### config.mk
export PLATFORM = sky130hd
export DESIGN_NAME = countdown_timer
export DESIGN_NICKNAME = d
export VERILOG_FILES = /design/src/rtl/countdown_timer.sv
export SDC_FILE = /design/constraint.sdc
export NUM_CORES = 1
export LEC_CHECK = 0
export ABC_AREA = 1
export CAP_MARGIN = 0
export CELL_PAD_IN_SITES_DETAIL_PLACEMENT = 1
export CELL_PAD_IN_SITES_GLOBAL_PLACEMENT = 1
export CORE_MARGIN = 5
export CORE_UTILIZATION = 50
export DETAILED_ROUTE_END_ITERATION = 10
export DONT_BUFFER_PORTS = 1
export PLACE_DENSITY_LB_ADDON = 0.1
export SYNTH_ARGS = -nofsm -noshare
export SYNTH_HDL_FRONTEND = slang
export SYNTH_SLANG_ARGS = --single-unit
### constraint.sdc
create_clock -name clock -period 4.6 [get_ports clock]
set_input_delay 0.92 -clock clock [delete_from_list [all_inputs] [get_ports clock]]
set_output_delay 0.92 -clock clock [all_outputs]
set_load 0.005 [all_outputs]
### src/rtl/countdown_timer.sv
// Per-player chess clock: M:SS countdown gated by flag, with active-low 7-segment digits and a sticky Timeout.
// Segments and Timeout are combinational from the digit registers; there is no handshake, and flag is sampled every cycle.
module countdown_timer #(
  parameter int TICKS_PER_SEC = 50000000,
  parameter int START_MINS    = 5,
  parameter int START_TENS    = 0,
  parameter int START_UNITS   = 0
) (
  input  logic       clock,
  input  logic       resetApp,
  input  logic       flag,
  output logic [6:0] SegMins,
  output logic [6:0] SegSecTens,
  output logic [6:0] SegSecUnits,
  output logic       Timeout
);

  localparam int            PW         = (TICKS_PER_SEC > 1) ? $clog2(TICKS_PER_SEC) : 1;
  localparam logic [PW-1:0] PRESC_MAX  = PW'(TICKS_PER_SEC - 1);
  localparam logic [3:0]    MINS_INIT  = 4'(START_MINS);
  localparam logic [3:0]    TENS_INIT  = 4'(START_TENS);
  localparam logic [3:0]    UNITS_INIT = 4'(START_UNITS);

  logic [PW-1:0] presc_q, presc_d;
  logic [3:0]    mins_q, mins_d;
  logic [3:0]    tens_q, tens_d;
  logic [3:0]    units_q, units_d;
  logic          run;
  logic          tick;

  function automatic logic [6:0] seg7(input logic [3:0] d);
    case (d)
      4'd0:    seg7 = 7'h40;
      4'd1:    seg7 = 7'h79;
      4'd2:    seg7 = 7'h24;
      4'd3:    seg7 = 7'h30;
      4'd4:    seg7 = 7'h19;
      4'd5:    seg7 = 7'h12;
      4'd6:    seg7 = 7'h02;
      4'd7:    seg7 = 7'h78;
      4'd8:    seg7 = 7'h00;
      4'd9:    seg7 = 7'h10;
      default: seg7 = 7'h7F;
    endcase
  endfunction

  assign Timeout     = (mins_q == 4'd0) && (tens_q == 4'd0) && (units_q == 4'd0);
  assign SegMins     = seg7(mins_q);
  assign SegSecTens  = seg7(tens_q);
  assign SegSecUnits = seg7(units_q);

  // Once at 0:00 the prescaler freezes too, so nothing moves until reset.
  always_comb begin
    run     = flag && !Timeout;
    tick    = run && (presc_q == PRESC_MAX);
    presc_d = presc_q;
    mins_d  = mins_q;
    tens_d  = tens_q;
    units_d = units_q;
    if (run) begin
      presc_d = tick ? '0 : presc_q + PW'(1);
    end
    if (tick) begin
      if (units_q != 4'd0) begin
        units_d = units_q - 4'd1;
      end else if (tens_q != 4'd0) begin
        units_d = 4'd9;
        tens_d  = tens_q - 4'd1;
      end else if (mins_q != 4'd0) begin
        units_d = 4'd9;
        tens_d  = 4'd5;
        mins_d  = mins_q - 4'd1;
      end
    end
  end

  always_ff @(posedge clock or posedge resetApp) begin
    if (resetApp) begin
      presc_q <= '0;
      mins_q  <= MINS_INIT;
      tens_q  <= TENS_INIT;
      units_q <= UNITS_INIT;
    end else begin
      presc_q <= presc_d;
      mins_q  <= mins_d;
      tens_q  <= tens_d;
      units_q <= units_d;
    end
  end

endmodule

Yosys cells after proc, flatten, opt, wreduce, memory -nomap -nowiden
Memories as Yosys holds them, arrays and structs flattened.
Index checks and enable logic that the tools add are counted.
{"block": "op_classes", "add_sub_neg": 4, "eq_ne": 1, "n_mux": 6, "bitwise_logic": 2, "n_reduce_logical": 16}
{"operator": "$add A26 B1 Y26 const B", "n": 1}
{"operator": "$eq A26 B26 Y1 const B", "n": 1}
{"operator": "$mux W26", "n": 1}
{"operator": "$mux W4", "n": 5}
{"operator": "$logic_not A4 Y1", "n": 3}
{"operator": "$reduce_bool A4 Y1", "n": 3}
{"operator": "$sub A4 B1 Y4 const B", "n": 3}
{"operator": "$logic_and A1 B1 Y1", "n": 4}
{"operator": "$reduce_and A4 Y1", "n": 1}
{"operator": "$reduce_and A3 Y1", "n": 1}
{"operator": "$reduce_bool A3 Y1", "n": 1}
{"operator": "$not A1 Y1", "n": 2}
{"operator": "$reduce_and A2 Y1", "n": 1}
{"operator": "$reduce_bool A2 Y1", "n": 1}
{"operator": "$logic_not A1 Y1", "n": 1}
{"block": "totals", "register_bits": 38, "rom_bits": 336, "output_inout_bits": 22, "word_cells": 36, "n_memories": 3}
{"memory": "(name not given)", "words": 16, "width": 7, "rd": 1, "rd_clocked_by_memory_dff": 0, "write_ports": 0, "line_no": "32", "rtl": "case (d)"}
{"memory": "(name not given)", "words": 16, "width": 7, "rd": 1, "rd_clocked_by_memory_dff": 0, "write_ports": 0, "line_no": "32"}
{"memory": "(name not given)", "words": 16, "width": 7, "rd": 1, "rd_clocked_by_memory_dff": 0, "write_ports": 0, "line_no": "32"}

Depth between registers and ports, before layout
Gate-level depths: netlist (run 1).
{"block": "depth", "depth_word": 7, "mapped_depth": 11}

Least setup slack after synthesis (run 1)
Ideal clock, no wire load.
{"block": "synth_timing", "kind": "register -> output", "start": "register mins_q[0]", "end": "output port SegMins[3]", "t_arrival_ns": 1.212, "required_ns": 3.680, "path_slack_ns": 2.468, "path_stages_with_launch": 6, "path_buffers": 0, "cell_sequence": "dfstp_2 > inv_1 > ha_1 > nand2_1 > inv_1 > o21ai_0"}
{"block": "synth_between", "elab_chain_cells": 1}
{"element": "start, declared", "line_no": "25", "rtl": "logic [3:0] mins_q, mins_d;"}
{"element": "start signal, assigned", "line_no": "85", "rtl": "mins_q <= mins_d;"}
{"element": "$mem_v2 Z16 W7"}
{"element": "end, declared", "line_no": "12", "rtl": "output logic [6:0] SegMins,"}
Every way passes these cells.

Worst setup path in the final report (run 1)
{"block": "layout_timing", "start": "register units_q[0]", "end": "output port Timeout"}
{"block": "layout_between", "elab_chain_cells": 2}
{"element": "start, declared", "line_no": "27", "rtl": "logic [3:0] units_q, units_d;"}
{"element": "start signal, assigned", "line_no": "87", "rtl": "units_q <= units_d;"}
{"element": "$logic_not A4 Y1", "line_no": "47", "rtl": "assign Timeout = (mins_q == 4'd0) && (tens_q == 4'd0) && (units_q == 4'd0);"}
{"element": "$logic_and A1 B1 Y1", "line_no": "47"}
{"element": "end, declared", "line_no": "15", "rtl": "output logic Timeout"}
Every way passes these cells.

==> metrics.csv, run 1 <==
stage;metric;value;unit
outcome;outcome;finished, final reports clean;
power_and_ir_drop;logic gate share of total power;12.1;%
yosys;library cell with the largest summed area after synthesis;sky130_fd_sc_hd__dfrtp_1;
power_and_ir_drop;power share of the sequential group;53.9;%
timing;Setup TNS Final;0;ns
power_and_ir_drop;internal portion of total power;0.507;mW
yosys;Async S/R FF share, synth;100;%
finish;synth-to-layout area growth;4.38;%
timing;Clock Skew;0.00650;ns
place;Final Wtd Congestion;0.898;
yosys;commonest cells in the synthesized netlist;147 x sky130_fd_sc_hd__nand2_1, 63 x sky130_fd_sc_hd__nor2_1, 46 x sky130_fd_sc_hd__inv_1, 36 x sky130_fd_sc_hd__dfrtp_1, 32 x sky130_fd_sc_hd__nand3_1;
place;worst setup timing slack at the placement stage;2.34;ns
worst_setup_path;required time of the critical path;3.68;ns
routing;vias per std cell;5.53;
clocking;number of gates given a new drive strength after cts;0;
worst_setup_path;crit path capture type;primary output;
worst_setup_path;worst endpoint data arrival time;1.64;ns
timing;slew at the pin closest to its max-slew limit;0.573;ns
finish;proportion of layout cells with a drive suffix above 1;7.95;%
grt;pin count of the biggest net entering global routing;39;
timing;number of pins exceeding their max-slew limit in the final report;0;
grt;vias in the first global route;3045;
clocking;count of hold-fix buffers inserted at cts;0;
yosys;synthesized netlist net count;471;
place;Post-Place Cells;520;
yosys;number of distinct library cells after synthesis;31;
clocking;cell at the root of the clock tree;sky130_fd_sc_hd__clkbuf_8;
die;num rows;28;
yosys;commonest register cell after synthesis;sky130_fd_sc_hd__dfrtp_1;
finish;diode count;0;
power_and_ir_drop;total leakage power;1.49;nW
yosys;most area-consuming cells after synthesis;sky130_fd_sc_hd__dfrtp_1 30%, sky130_fd_sc_hd__nand2_1 18%, sky130_fd_sc_hd__nor2_1 7.8%;
routing;Detail Route Antenna Nets;0;
yosys;average instance area after synthesis;6.70;µm²
power_and_ir_drop;switching part of the total;29.3;%
timing;clock period minus final worst setup slack;2.56;ns
timing;Final Hold Violating Endpoints;0;
routing;met2 wire len;4180;µm
yosys;most instantiated library cell after synthesis;sky130_fd_sc_hd__nand2_1;
grt;Total GRT Usage;24.6;%
power_and_ir_drop;Total Power;0.718;mW
grt;number of antenna violations at the first check in global routing;0;
clocking;Post-CTS Repair Setup Buffers;0;
worst_setup_path;Reg2Reg Setup Slack;2.44;ns
die;die width;87.8;µm
power_and_ir_drop;switching power of the nets;0.211;mW
routing;Metal-1 WL;4060;µm
worst_setup_path;beginning of the worst register-to-register path;mins_q[0];
timing;final worst setup slack;2.04;ns
die;Die ar.;0.00771;mm²
die;effective utilization at floorplan;51.1;%
routing;count of vias placed by the detailed router;2921;
hold_path;hold path startpoint;mins_q[0];
clocking;clock insertion delay at the later pin of the skew report;0.29;ns
routing;detailed-router iteration count before antenna repair;4;
grt;first-pass GRT wire length;14900;µm
die;standard cell core area;0.00592;mm²
yosys;Yosys warning count;0;
timing;final setup fails;0;
die;die extent in y;87.8;µm
place;Buffers on Ports;0;
finish;Final Non-Filler Cells;528;
run;number of max-cap violations;0;
finish;net count of the finished layout;471;
yosys;Post-synth EDFFs;0;
routing;DR iter-0 viols;157;
clocking;number of sinks handled by clock tree synthesis;38;
place;Detailed Place HPWL;6570;µm
power_and_ir_drop;power density cells;227;mW/mm²
timing;Final Cycle Share;55.7;%
worst_setup_path;highest net fanout along the worst path;9;
clocking;clock tree from TritonCTS;built;
clocking;number of CTS-inserted buffers;5;
timing;max_slew headroom;61.4;%
routing;total length of routed wires;8530;µm
worst_setup_path;number of cells on the worst reg-to-reg path;10;
yosys;proportion of netlist area held by the largest area contributor;29.8;%
yosys;number of storage elements in the synthesis netlist;38;
timing;worst hold-check slack;0.498;ns
clocking;CTS HTree Levels;2;
yosys;portion of the post-synthesis area used by sequential elements;31.5;%
timing;Fmax;390;MHz
hold_path;Hold Crit Class;reg2reg;
power_and_ir_drop;Worst IR Drop VDD;0.181;mV
timing;setup repair after global routing missed its margin;no;
worst_setup_path;category of the most critical setup path;reg2out;
grt;global-route congestion overflow total;0;
routing;post-DR wirelength/cell;16.1;µm
worst_setup_path;worst reg2reg path endpoint;tens_q[2];
worst_setup_path;crit start category;flop;
yosys;netlist area before placement;0.00303;mm²
die;boundary pin count;25;
clocking;clock slew seen by the registers of the worst setup and hold paths;0.08;ns
routing;DR top layer;met4;
yosys;Post-Synthesis Cells;452;
hold_path;number of cells on the worst hold path;2;
routing;DRC errors left;0;
routing;met3 WL post-DR;210;µm
hold_path;Hold EP;mins_q[0];
power_and_ir_drop;Clk network pwr share;34.0;%
clocking;buffer levels on the longest clock path;2;
worst max-delay path, stage by stage, from the launching register on:
cell	delay, ns
sky130_fd_sc_hd__dfrtp_1	0.44
sky130_fd_sc_hd__inv_1	0.14
sky130_fd_sc_hd__ha_1	0.26
sky130_fd_sc_hd__inv_1	0.13
sky130_fd_sc_hd__nor2_8	0.20
sky130_fd_sc_hd__nand2_4	0.10
sky130_fd_sc_hd__inv_1	0.08
registers in the layout, indices dropped and copies added, names as in the netlist:
signal	count
presc_q	26
units_q	4
mins_q	4
tens_q	4
routing by layer:
metal	vias to the layer above	track usage, %
met2	37	41.8
met4	0	4.60
met1	1436	33.2
li1	1441	-
met3	7	4.05
met5	-	0
stage by stage:
stage / util, % / area, µm²
after global placement: 51.8 / 3070
after CTS: 53.4 / 3160
after detailed placement: 51.8 / 3070
final: 53.4 / 3160
after global routing: 53.4 / 3160
after floorplan: - / 3030
cell families after synthesis:
family | synth area share, %
AOI/OAI and AO/OA | 7.31
xor gates and xnor gates | 3.47
adders and majority gates | 6.61
buffers and inverters | 8.72
DFF | 31.5
and+or+nand+nor | 42.4
cell usage in the layout (no fill, tap or decap), types with 4 or more instances in the layout:
cell type	synthesis	routed
sky130_fd_sc_hd__o21ai_1	5	5
sky130_fd_sc_hd__nor2_1	63	63
sky130_fd_sc_hd__nand3_1	32	32
sky130_fd_sc_hd__inv_2	5	5
sky130_fd_sc_hd__clkbuf_8	0	6
sky130_fd_sc_hd__nor2_2	5	5
sky130_fd_sc_hd__dfrtp_1	36	36
sky130_fd_sc_hd__inv_1	46	46
sky130_fd_sc_hd__xor2_1	11	11
sky130_fd_sc_hd__nand2_1	147	147
sky130_fd_sc_hd__nor3_1	5	5
sky130_fd_sc_hd__nand4_1	16	16
sky130_fd_sc_hd__a21oi_1	6	6
sky130_fd_sc_hd__nor2_4	4	4
sky130_fd_sc_hd__ha_1	16	16
sky130_fd_sc_hd__o21ai_0	27	27
worst max path at each step:
stage                 end  slack (ns)       start  depth (start not counted)
2_1_floorplan  SegMins[3]        2.47   mins_q[0]                          5
6_report          Timeout        2.04  units_q[0]                          6
3_3_place_gp   SegMins[5]        2.39   mins_q[0]                          3
4_1_cts           Timeout        2.02  units_q[0]                          6
3_5_place_dp      Timeout        2.34  units_q[0]                          6
5_1_grt        SegMins[5]        1.84   mins_q[1]                          2
layout make-up:
cell class / count / area (µm²)
clock buffer: 7 / 86.3
clock inverter: 1 / 5.00
fill: 840 / 2760
inverter: 53 / 204
multi-input combinational: 353 / 1810
sequential: 38 / 953
tap: 75 / 93.8
timing repair buffer: 1 / 7.51
power groups by stage:
stage               clock network, mW  registers, mW  logic [mW]
finish                          0.244          0.387      0.0868
global route                    0.265          0.393      0.0997
CTS                             0.246          0.387      0.0880
detailed placement                  0          0.393      0.0873
global placement                    0          0.392      0.0827
floorplan                           0          0.386      0.0688
Note: power is estimated with default switching activity, not from simulation.
==> inputs of run 2 (changes only) <==
CORE_UTILIZATION = 42   (was 50)
clock period = 2.3 ns   (was 4.6 ns; I/O delays follow)
==> metrics.csv, run 2 (synthesis results as in run 1) <==
stage;metric;value;unit
outcome;outcome;finished, final reports clean;
grt;first-pass GRT wire length;14300;µm
place;Final Wtd Congestion;0.839;
power_and_ir_drop;power density cells;452;mW/mm²
routing;vias per std cell;5.14;
clocking;CTS HTree Levels;2;
timing;Final Hold Violating Endpoints;0;
finish;synth-to-layout area growth;5.74;%
die;standard cell core area;0.00714;mm²
die;die width;94.9;µm
timing;final setup fails;0;
grt;vias in the first global route;2996;
clocking;cell at the root of the clock tree;sky130_fd_sc_hd__clkbuf_8;
hold_path;Hold Crit Class;in2async;
routing;count of vias placed by the detailed router;2843;
grt;Total GRT Usage;20.1;%
timing;Clock Skew;0.00427;ns
power_and_ir_drop;total leakage power;1.49;nW
worst_setup_path;required time of the critical path;1.84;ns
clocking;buffer levels on the longest clock path;2;
finish;net count of the finished layout;472;
timing;worst hold-check slack;0.168;ns
finish;proportion of layout cells with a drive suffix above 1;8.37;%
worst_setup_path;Reg2Reg Setup Slack;0.22;ns
clocking;clock tree from TritonCTS;built;
die;effective utilization at floorplan;42.4;%
timing;setup repair after global routing missed its margin;no;
die;die extent in y;94.9;µm
timing;clock period minus final worst setup slack;2.15;ns
grt;pin count of the biggest net entering global routing;39;
timing;Final Cycle Share;93.3;%
clocking;number of sinks handled by clock tree synthesis;38;
grt;number of antenna violations at the first check in global routing;0;
clocking;clock insertion delay at the later pin of the skew report;0.30;ns
clocking;clock slew seen by the registers of the worst setup and hold paths;0.08;ns
die;boundary pin count;25;
clocking;number of gates given a new drive strength after cts;0;
worst_setup_path;worst endpoint data arrival time;1.69;ns
routing;DRC errors left;0;
power_and_ir_drop;Total Power;1.45;mW
place;Buffers on Ports;0;
clocking;number of CTS-inserted buffers;5;
routing;post-DR wirelength/cell;14.7;µm
clocking;Post-CTS Repair Setup Buffers;0;
clocking;count of hold-fix buffers inserted at cts;0;
finish;fill count;995;
worst_setup_path;highest net fanout along the worst path;9;
routing;total length of routed wires;8140;µm
timing;number of pins exceeding their max-slew limit in the final report;0;
timing;slew at the pin closest to its max-slew limit;0.596;ns
timing;max_slew headroom;59.8;%
timing;Fmax;466;MHz
worst_setup_path;category of the most critical setup path;reg2out;
routing;Detail Route Antenna Nets;0;
finish;most frequent standard cell in the layout excluding fill and tap cells;sky130_fd_sc_hd__nand2_1;
grt;global-route congestion overflow total;0;
finish;diode count;0;
worst_setup_path;crit start category;flop;
finish;flip-flop count of the largest register after layout;26;
finish;Reg with most FFs;presc_q;
run;number of max-cap violations;0;
die;num rows;31;
finish;leading cell types in the layout, fill and taps excluded;147 x sky130_fd_sc_hd__nand2_1, 63 x sky130_fd_sc_hd__nor2_1, 46 x sky130_fd_sc_hd__inv_1;
place;Detailed Place HPWL;6440;µm
timing;Setup TNS Final;0;ns
routing;DR iter-0 viols;75;
die;Die ar.;0.00901;mm²
worst_setup_path;crit path capture type;primary output;
power_and_ir_drop;Worst IR Drop VDD;0.220;mV
routing;detailed-router iteration count before antenna repair;4;
## run 2: changes by cell type in the layout (fill, tap and decap cells not counted)
| cell | before | now |
|---|---|---|
| sky130_fd_sc_hd__buf_4 | 1 | 2 |
| sky130_fd_sc_hd__clkbuf_1 | 1 | 0 |
| sky130_fd_sc_hd__clkinvlp_4 | 0 | 1 |
## run 2: area by class of cell
cell class | count | area (µm²) | share of cell area [%]
clock buffer | 6 | 82.6 | 2.58
clock inverter | 2 | 12.5 | 0.391
inverter | 53 | 204 | 6.37
multi-input combinational | 353 | 1810 | 56.5
sequential | 38 | 953 | 29.8
tap | 99 | 124 | 3.87
timing repair buffer | 2 | 15.0 | 0.469
## run 2: power by group
part           internal [mW]  switching, mW
registers              0.717         0.0549
logic                 0.0564          0.118
clock network          0.241          0.259
## run 2: routing by layer
layer / part of all wire, % / vias up / track usage [%]
li1: - / 1440 / -
met1: 44 / 1366 / 23.9
met2: 52 / 26 / 37.2
met3: 2.2 / 11 / 3.19
met4: 1.5 / 0 / 5.29
met5: 0 / - / 0
## run 2: through the flow
stage | cell area [µm²] | setup WS, ns | instances | util [%]
after global routing | 3200 | 0.0291 | 553 | 44.9
after CTS | 3200 | 0.149 | 553 | 44.9
final | 3200 | 0.153 | 553 | 44.9
after detailed placement | 3110 | 0.227 | 545 | 43.5
after floorplan | 3030 | 0.603 | 452 | -
after global placement | 3110 | 0.338 | 545 | 43.5
## run 2: final timing paths
path | endpoint | start | cells after the start
setup / recovery | Timeout | units_q[1] | 6
max in group asynchronous | mins_q[2] | resetApp | 2
min in group clock | presc_q[1] | flag | 3
hold reg to reg | mins_q[0] | mins_q[0] | 2
hold / removal | mins_q[1] | resetApp | 2
setup reg to reg | tens_q[0] | mins_q[0] | 10
## run 2: worst max-delay path, stage by stage (launching register included)
cell,delay [ns]
sky130_fd_sc_hd__dfrtp_1,0.45
sky130_fd_sc_hd__inv_1,0.14
sky130_fd_sc_hd__ha_1,0.26
sky130_fd_sc_hd__inv_1,0.13
sky130_fd_sc_hd__nor2_8,0.21
sky130_fd_sc_hd__nand2_4,0.10
sky130_fd_sc_hd__inv_1,0.09
